**src/rtl/aes_block_ctrl.sv**
```systemverilog
// Control FSM for the AES HWPE: fetches, encrypts/decrypts and stores a run of blocks.
// Optional watchdog and ERR state are built when AES_CTRL_TIMEOUT_EN is defined.
module aes_block_ctrl #(
    parameter int WORDS_PER_BLOCK = 4,
    parameter int ADDR_W          = 32,
    parameter int BLK_W           = 16,
    parameter int TIMEOUT_W       = 12
) (
    input  logic                               clk,
    input  logic                               reset_n,
    input  logic                               clear_i,
    input  logic                               start_i,
    input  logic [ADDR_W-1:0]                  src_base_i,
    input  logic [ADDR_W-1:0]                  dst_base_i,
    input  logic [BLK_W-1:0]                   num_blocks_i,
    input  logic                               mode_i,
    output logic                               src_req_start_o,
    input  logic                               src_ready_start_i,
    input  logic                               src_done_i,
    output logic [ADDR_W-1:0]                  src_addr_o,
    output logic                               dst_req_start_o,
    input  logic                               dst_ready_start_i,
    input  logic                               dst_done_i,
    output logic [ADDR_W-1:0]                  dst_addr_o,
    output logic                               eng_clear_o,
    output logic                               eng_start_o,
    output logic                               eng_mode_o,
    input  logic                               eng_done_i,
    output logic [$clog2(WORDS_PER_BLOCK)-1:0] word_idx_o,
    output logic                               busy_o,
    output logic                               done_o,
    output logic                               err_o
);

    localparam int WIDX_W = $clog2(WORDS_PER_BLOCK);
    localparam logic [WIDX_W-1:0] LAST_WORD = WIDX_W'(WORDS_PER_BLOCK - 1);

    generate
        if (WORDS_PER_BLOCK < 2 || (WORDS_PER_BLOCK & (WORDS_PER_BLOCK - 1)) != 0
            || TIMEOUT_W < 2) begin : g_bad_params
            $error("aes_block_ctrl: invalid parameter set");
        end
    endgenerate

    typedef enum logic [3:0] {
        ST_IDLE,
        ST_START,
        ST_FETCH_REQ,
        ST_FETCH_WAIT,
        ST_ENGINE,
        ST_STORE_REQ,
        ST_STORE_WAIT,
        ST_NEXT,
        ST_DONE
`ifdef AES_CTRL_TIMEOUT_EN
        , ST_ERR
`endif
    } state_t;

    state_t              r_state;
    state_t              w_state_next;
    logic [ADDR_W-1:0]   r_src_base;
    logic [ADDR_W-1:0]   r_dst_base;
    logic [BLK_W-1:0]    r_num_blocks;
    logic [BLK_W-1:0]    r_blk_idx;
    logic [WIDX_W-1:0]   r_word_idx;
    logic                r_mode;
    logic                r_eng_started;
    logic [BLK_W-1:0]    w_blk_inc;
    logic [ADDR_W-1:0]   w_word_off;

    assign w_blk_inc = r_blk_idx + BLK_W'(1);

    // Power-of-two block size makes blk*WPB + word a plain concatenation.
    assign w_word_off = ADDR_W'({r_blk_idx, r_word_idx, 2'b00});
    assign src_addr_o = r_src_base + w_word_off;
    assign dst_addr_o = r_dst_base + w_word_off;
    assign word_idx_o = r_word_idx;
    assign eng_mode_o = r_mode;

`ifdef AES_CTRL_TIMEOUT_EN
    // Trip one count early so ERR is entered on the edge the counter would hit all-ones.
    localparam logic [TIMEOUT_W-1:0] WDOG_TRIP = {{(TIMEOUT_W-1){1'b1}}, 1'b0};
    logic [TIMEOUT_W-1:0] r_wdog;
    logic                 w_watch;

    assign w_watch = (r_state == ST_FETCH_WAIT) || (r_state == ST_STORE_WAIT)
                  || (r_state == ST_ENGINE);

    always_ff @(posedge clk or negedge reset_n) begin
        if (!reset_n) begin
            r_wdog <= '0;
        end else if (w_state_next != r_state) begin
            r_wdog <= '0;
        end else if (w_watch) begin
            r_wdog <= r_wdog + TIMEOUT_W'(1);
        end
    end
`endif

    always_ff @(posedge clk or negedge reset_n) begin
        if (!reset_n) begin
            r_state <= ST_IDLE;
        end else begin
            r_state <= w_state_next;
        end
    end

    always_comb begin
        w_state_next = r_state;
        case (r_state)
            ST_IDLE:       if (start_i) w_state_next = (num_blocks_i == '0) ? ST_DONE : ST_START;
            ST_START:      w_state_next = ST_FETCH_REQ;
            ST_FETCH_REQ:  if (src_ready_start_i) w_state_next = ST_FETCH_WAIT;
            ST_FETCH_WAIT: if (src_done_i)
                               w_state_next = (r_word_idx == LAST_WORD) ? ST_ENGINE : ST_FETCH_REQ;
            ST_ENGINE:     if (eng_done_i) w_state_next = ST_STORE_REQ;
            ST_STORE_REQ:  if (dst_ready_start_i) w_state_next = ST_STORE_WAIT;
            ST_STORE_WAIT: if (dst_done_i)
                               w_state_next = (r_word_idx == LAST_WORD) ? ST_NEXT : ST_STORE_REQ;
            ST_NEXT:       w_state_next = (w_blk_inc == r_num_blocks) ? ST_DONE : ST_FETCH_REQ;
            ST_DONE:       w_state_next = ST_IDLE;
            default:       w_state_next = ST_IDLE;
        endcase
`ifdef AES_CTRL_TIMEOUT_EN
        if (w_watch && (r_wdog == WDOG_TRIP) && (w_state_next == r_state))
            w_state_next = ST_ERR;
`endif
        if (clear_i)
            w_state_next = ST_IDLE;
    end

    always_comb begin
        src_req_start_o = 1'b0;
        dst_req_start_o = 1'b0;
        eng_clear_o     = 1'b0;
        eng_start_o     = 1'b0;
        busy_o          = 1'b1;
        done_o          = 1'b0;
        err_o           = 1'b0;
        case (r_state)
            ST_IDLE: begin
                eng_clear_o = 1'b1;
                busy_o      = 1'b0;
            end
            ST_FETCH_REQ: src_req_start_o = 1'b1;
            ST_STORE_REQ: dst_req_start_o = 1'b1;
            ST_ENGINE:    eng_start_o     = ~r_eng_started;
            ST_DONE:      done_o          = 1'b1;
`ifdef AES_CTRL_TIMEOUT_EN
            ST_ERR: begin
                err_o       = 1'b1;
                eng_clear_o = 1'b1;
            end
`endif
            default: ;
        endcase
    end

    always_ff @(posedge clk or negedge reset_n) begin
        if (!reset_n) begin
            r_src_base    <= '0;
            r_dst_base    <= '0;
            r_num_blocks  <= '0;
            r_blk_idx     <= '0;
            r_word_idx    <= '0;
            r_mode        <= 1'b0;
            r_eng_started <= 1'b0;
        end else if (clear_i) begin
            r_blk_idx     <= '0;
            r_word_idx    <= '0;
            r_eng_started <= 1'b0;
        end else begin
            // Remembers that the start pulse already went out during this ENGINE visit.
            r_eng_started <= (r_state == ST_ENGINE);
            case (r_state)
                ST_IDLE: if (start_i) begin
                    r_src_base   <= src_base_i;
                    r_dst_base   <= dst_base_i;
                    r_num_blocks <= num_blocks_i;
                    r_mode       <= mode_i;
                    r_blk_idx    <= '0;
                    r_word_idx   <= '0;
                end
                ST_FETCH_WAIT: if (src_done_i)
                    r_word_idx <= (r_word_idx == LAST_WORD) ? '0 : r_word_idx + WIDX_W'(1);
                ST_STORE_WAIT: if (dst_done_i)
                    r_word_idx <= (r_word_idx == LAST_WORD) ? '0 : r_word_idx + WIDX_W'(1);
                ST_NEXT: r_blk_idx <= w_blk_inc;
                default: ;
            endcase
        end
    end

endmodule

```
**config.mk**
```make
export PLATFORM = sky130hd
export DESIGN_NAME = aes_block_ctrl
export DESIGN_NICKNAME = d
export VERILOG_FILES = /design/src/rtl/aes_block_ctrl.sv
export SDC_FILE = /design/constraint.sdc
export NUM_CORES = 1
export LEC_CHECK = 0
export BUFFER_PORTS_ARGS = -buffer_cell sky130_fd_sc_hd__buf_4
export CORE_MARGIN = 10
export CORE_UTILIZATION = 55
export CTS_BUF_LIST = sky130_fd_sc_hd__clkbuf_16
export DETAILED_ROUTE_END_ITERATION = 12
export PLACE_DENSITY = 0.81
export REMOVE_ABC_BUFFERS = 1
export SLEW_MARGIN = 15
export SYNTH_ARGS = -nofsm -noshare
export SYNTH_HDL_FRONTEND = slang
export SYNTH_SLANG_ARGS = --single-unit
```
**constraint.sdc**
```tcl
create_clock -name clk -period 3 [get_ports clk]
set_input_delay 0.3 -clock clk [delete_from_list [all_inputs] [get_ports clk]]
set_output_delay 0.3 -clock clk [all_outputs]
set_load 0.005 [all_outputs]
```
# Word-level counts from Yosys, hierarchy flattened
# Index checks and enable logic that the tools add are counted.
[word_totals] output_inout_bits=74 reg_bits=104 wordCells=66 input_bits=90
[op_classes] eq_ne=16 bitwise_logic=2 n_reduce_logical=8 mux=28 n_addsub=4
[op_table] operator="32-bit by 20-bit adder with 32-bit output" count=2
[op_table] operator="4-bit two-way mux" count=9
[op_table] operator="16-bit two-way mux" count=2
[op_table] operator="16-bit case mux with 2 select lines" count=1
[op_table] operator="4-bit case mux with 8 select lines" count=1
[op_table] operator="3-bit != test (second input constant)" count=6
[op_table] operator="16-bit by 1-bit adder with 16-bit output (second input constant)" count=1
[op_table] operator="16-bit equality test" count=1
[op_table] operator="4-bit by 3-bit equality test with 1-bit output (second input constant)" count=4
[op_table] operator="16-bit logical NOT" count=1
[op_table] operator="2-bit two-way mux" count=6
[op_table] operator="4-bit by 2-bit equality test with 1-bit output (second input constant)" count=2
[op_table] operator="1-bit two-way mux" count=7
[op_table] operator="2-bit case mux with 3 select lines" count=1
[op_table] operator="6-bit AND reduction" count=1
[op_table] operator="4-bit by 1-bit equality test with 1-bit output (second input constant)" count=1
[op_table] operator="4-bit equality test (second input constant)" count=1
[op_table] operator="4-bit logical NOT" count=1
[op_table] operator="4-bit AND reduction" count=1
[op_table] operator="4-bit nonzero test" count=1
[op_table] operator="3-bit two-way mux" count=1
[op_table] operator="3-bit AND reduction" count=1
[op_table] operator="3-bit nonzero test" count=1
[op_table] operator="2-bit by 1-bit adder with 2-bit output (second input constant)" count=1
[op_table] operator="3 further kinds" count=4

# Longest topological paths before layout
[logic_depth] word_depth=5 depth_mapped=10 ltp_nobuf=10

# Worst setup path after synthesis
# OpenSTA, ideal clock, no wires.
[synth_timing] kind="reg-to-output" start="register r_word_idx[0] (netlist: word_idx_o[0])" end="output dst_addr_o[28]" path_stages_with_launch=11 t_arrival_ps=2515 setup_slack_ps=185 n_path_buf=0 required_time_ps=2700 cell_sequence="dfrtp_1 -> ha_1 -> inv_1 -> fa_1 -> nor2b_1 -> o31a_1 -> o21ai_0 -> a21oi_1 -> o311ai_2 -> a2111oi_0 -> xor2_1"
[synth_between] elab_chain_cells=1
[synth_rtl] item="start: declaration" line="66" source="logic [WIDX_W-1:0] r_word_idx;"
[synth_rtl] item="start signal: assignment" line="186" source="r_word_idx <= (r_word_idx == LAST_WORD) ? '0 : r_word_idx + WIDX_W'(1);"
[synth_rtl] item="start signal: assignment" line="188" source="r_word_idx <= (r_word_idx == LAST_WORD) ? '0 : r_word_idx + WIDX_W'(1);"
[synth_rtl] item="32-bit by 20-bit adder with 32-bit output" line="77" source="assign dst_addr_o = r_dst_base + w_word_off;"
[synth_rtl] item="end: declaration" line="24" source="output logic [ADDR_W-1:0] dst_addr_o,"
# Every way passes these cells.

# Worst setup path after layout
[layout_timing] start="register r_word_idx[0] (netlist: word_idx_o[0])" end="output dst_addr_o[26]"
# The elaborated chain is that of the path after synthesis.

==> impl_metrics.tcl <==
set metrics [dict create \
    antenna_cells 0 \
    slew_viol_final 0 \
    power_frac_seq_pct 36.2 \
    first_pass_iters 6 \
    vias 6648 \
    max-cap-violations 0 \
    gr-total-overflow 0 \
    status "finished with violations" \
    crit_path_start_kind "flop" \
    h-tree-depth 3 \
    synth_seq_area_share_pct 36.5 \
    reg2reg_depth 10 \
    cts.path.max_buffers 2 \
    grt_max_degree 55 \
    met1_usage_pct 26.7 \
    cts_sinks 104 \
    core_um2 12700 \
    worst_ep_arrival_time_ns 2.82 \
    ios 164 \
    gr-max-usage-layer "met2" \
    synth_top_area_share_pct 36.5 \
    ys_async_sr_fraction_pct 100 \
    die_w_um 134 \
    cts_tree "done" \
    rsz0062_at_grt "yes" \
    setup_viol 14 \
    dpl_cell_area_um2 8600 \
    die-area_um2 17900 \
    pwr-share-comb_pct 43.6 \
    synth_area_um2 7130 \
    hold_path.class "primary input to asynchronous set/reset pin" \
    cts-root-buf "clkbuf_16" \
    p_clk_share_pct 20.2 \
    cts-buffers-inserted 9 \
    synth_area_per_cell_um2 9.58 \
    synth_flop_cell "dfrtp_1" \
    synth-edff-count 0 \
    period_needed_ns 3.12 \
    hold_ws_ns -0.00603 \
    drc 0 \
    chipHeight_um 134 \
    syn_to_final_growth_pct 36.9 \
    r2r-start "r_blk_idx[0]$_DFFE_PN0P_" \
    grt_pass1_vias 6416 \
    synth-seq-cells 104 \
    startpoint "word_idx_o[0]$_DFFE_PN0P_" \
    place_congestion 0.883 \
    initial_utilization_pct 56.3 \
    leakagePower_nw 4.34 \
    finalCritPeriodShare_pct 104 \
    reg2reg_setup_slack_ns 0.17 \
    port_buffers 162 \
    clk_pin_slew_ns 0.07 \
    vias_per_cell 5.97 \
    ir_drop_mv 0.505 \
    finish.utilization_pct 77.1 \
    power_switching_w 0.00217 \
    final_antenna_net_count 0 \
    yosysTopAreaCell "dfrtp_1" \
    violations "hold timing, setup timing" \
    final_nets 1066 \
    slew_headroom_pct 53.1 \
    drt-initial-drc-count 537 \
    antenna_found_initial 0 \
    wl_per_cell_um 19.2 \
    hold_violations 2 \
    grt_pass1_wl_mm 32.0 \
    use_met2_pct 35.0 \
    tightest_slew_ns 0.699 \
    ys_types 67 \
    r2r-end "r_state[1]$_DFFE_PN0P_" \
    row_count 41 \
    clock_latency_ns 0.35 \
    p_int_w 0.00399 \
    p_per_area_nw_per_um2 630 \
    path_max_fanout 4 \
    postLayoutCellArea_um2 9760 \
    grt_use_total_pct 21.4 \
    timing.fmax_mhz 321 \
    worst_clock_skew_ns 0.00453 \
    critical_path_class "flop to output pin" \
    synthCells 745 \
    setup_ws_ns -0.117 \
    dpl.hpwl_mm 14.6 \
    globalRouteMet3Util_pct 7.92 \
    crit_required_ns 2.70 \
    p_sw_share_pct 35.2 \
    ys_warn_count 0 \
    endpoint_kind "output pin" \
    drt-total-wl_mm 21.4 \
    drive_gt1_share_pct 43.6 \
    ys_top_cells_by_area "dfrtp_1, mux2_2, ha_1" \
]
## power by group through the flow
stage          logic (W)  clock network (W)  registers (W)
3_5_place_dp     0.00237                  0        0.00219
4_1_cts          0.00247            0.00126        0.00218
2_1_floorplan    0.00143                  0        0.00208
3_3_place_gp     0.00232                  0        0.00216
5_1_grt          0.00293            0.00131        0.00228
6_report         0.00268            0.00124        0.00223
## final cells by class
class / count / area [um2]
clock buffer: 9 / 225
sequential: 104 / 2610
timing repair buffer: 216 / 1660
tap: 172 / 215
fill: 829 / 2910
clock inverter: 7 / 86.3
inverter: 18 / 67.6
multi-input combinational: 587 / 4900
## state kept, by name, indices dropped and copies added (netlist names)
| register | count |
|---|---|
| r_num_blocks | 16 |
| r_blk_idx | 16 |
| r_state | 4 |
| r_eng_started | 1 |
| r_src_base | 32 |
| r_dst_base | 32 |
| eng_mode_o | 1 |
| word_idx_o | 2 |
## synth_stat cells, types with 8 or more instances
| master | n |
|---|---|
| dfrtp_1 | 104 |
| mux2_2 | 82 |
| nor2_1 | 63 |
| nand2_1 | 57 |
| a21oi_1 | 50 |
| o21ai_0 | 50 |
| xnor2_1 | 39 |
| ha_1 | 38 |
| xor2_1 | 33 |
| clkbuf_1 | 22 |
| inv_1 | 18 |
| nand3_1 | 14 |
| nand4_1 | 13 |
| a21o_1 | 11 |
| a211oi_1 | 9 |
| and3_1 | 9 |
| nor3_1 | 9 |
| nor4_1 | 9 |
| buf_4 | 8 |
## cell usage in the layout, fill, tap and decap left out, types with 8 or more instances in the layout
master,n
buf_4,208
ha_1,17
inv_1,16
mux2_2,82
and3_1,8
a21o_1,11
xor2_1,32
nand2_1,53
o21ai_1,8
clkbuf_16,9
nand4_1,13
nand3_1,14
ha_4,18
a21oi_1,42
nor4_1,8
o21ai_0,36
nor2_1,56
xnor2_1,36
dfrtp_1,98
## critical path, cell delays in order (launching register included)
cell and delay [ns]:
dfrtp_1 0.38, ha_2 0.19, inv_2 0.04, fa_2 0.34, nor2b_2 0.14, o31a_1 0.17, o21ai_2 0.10, a21oi_4 0.23
o311ai_4 0.16, buf_6 0.20, a211oi_2 0.19, xor2_1 0.18, buf_4 0.14
## stage by stage
step	power, W	setup TNS (ns)	setup slack (ns)	std cells
2_1_floorplan	0.00351	-18.09	-0.223	709
3_5_place_dp	0.00456	-0.0801	-0.0600	1073
5_1_grt	0.00653	-3.94	-0.258	1113
4_1_cts	0.00591	-1.28	-0.169	1098
3_3_place_gp	0.00448	0	0.0156	1073
6_report	0.00616	-1.05	-0.117	1113
## routing by layer
metal,vias up,wire length (um)
li1,3078,-
met5,-,0
met1,3207,8630
met2,323,10300
met3,40,2080
met4,0,408
## repair_timing
action                     in CTS  in global routing
hold buffers                    0                  0
gates resized for setup        55                 84
gates cloned                    0                  0
pin swaps                      28                 48
setup endpoints to repair      35                 37
buffers inserted                9                 16
## how the worst max path moves through the flow
stage	endpoint	slack (ns)	cells past startpoint
5_1_grt	dst_addr_o[31]	-0.26	9
4_1_cts	src_addr_o[20]	-0.17	12
2_1_floorplan	eng_mode_o$_DFFE_PN0P_	-0.22	5
6_report	dst_addr_o[26]	-0.12	12
3_3_place_gp	src_addr_o[20]	0.02	12
3_5_place_dp	src_addr_o[20]	-0.06	12
## logic make-up after synthesis
family	after synthesis	synth area share, %
fa+ha+maj	40	7.23
buf+inv	54	3.72
mux	82	12.9
flops	104	36.5
compound gates	175	15.4
other cells	1	0.0526
xor+xnor	72	8.84
simple gates	217	15.3
No activity file was read; power rests on OpenSTA's default activity.
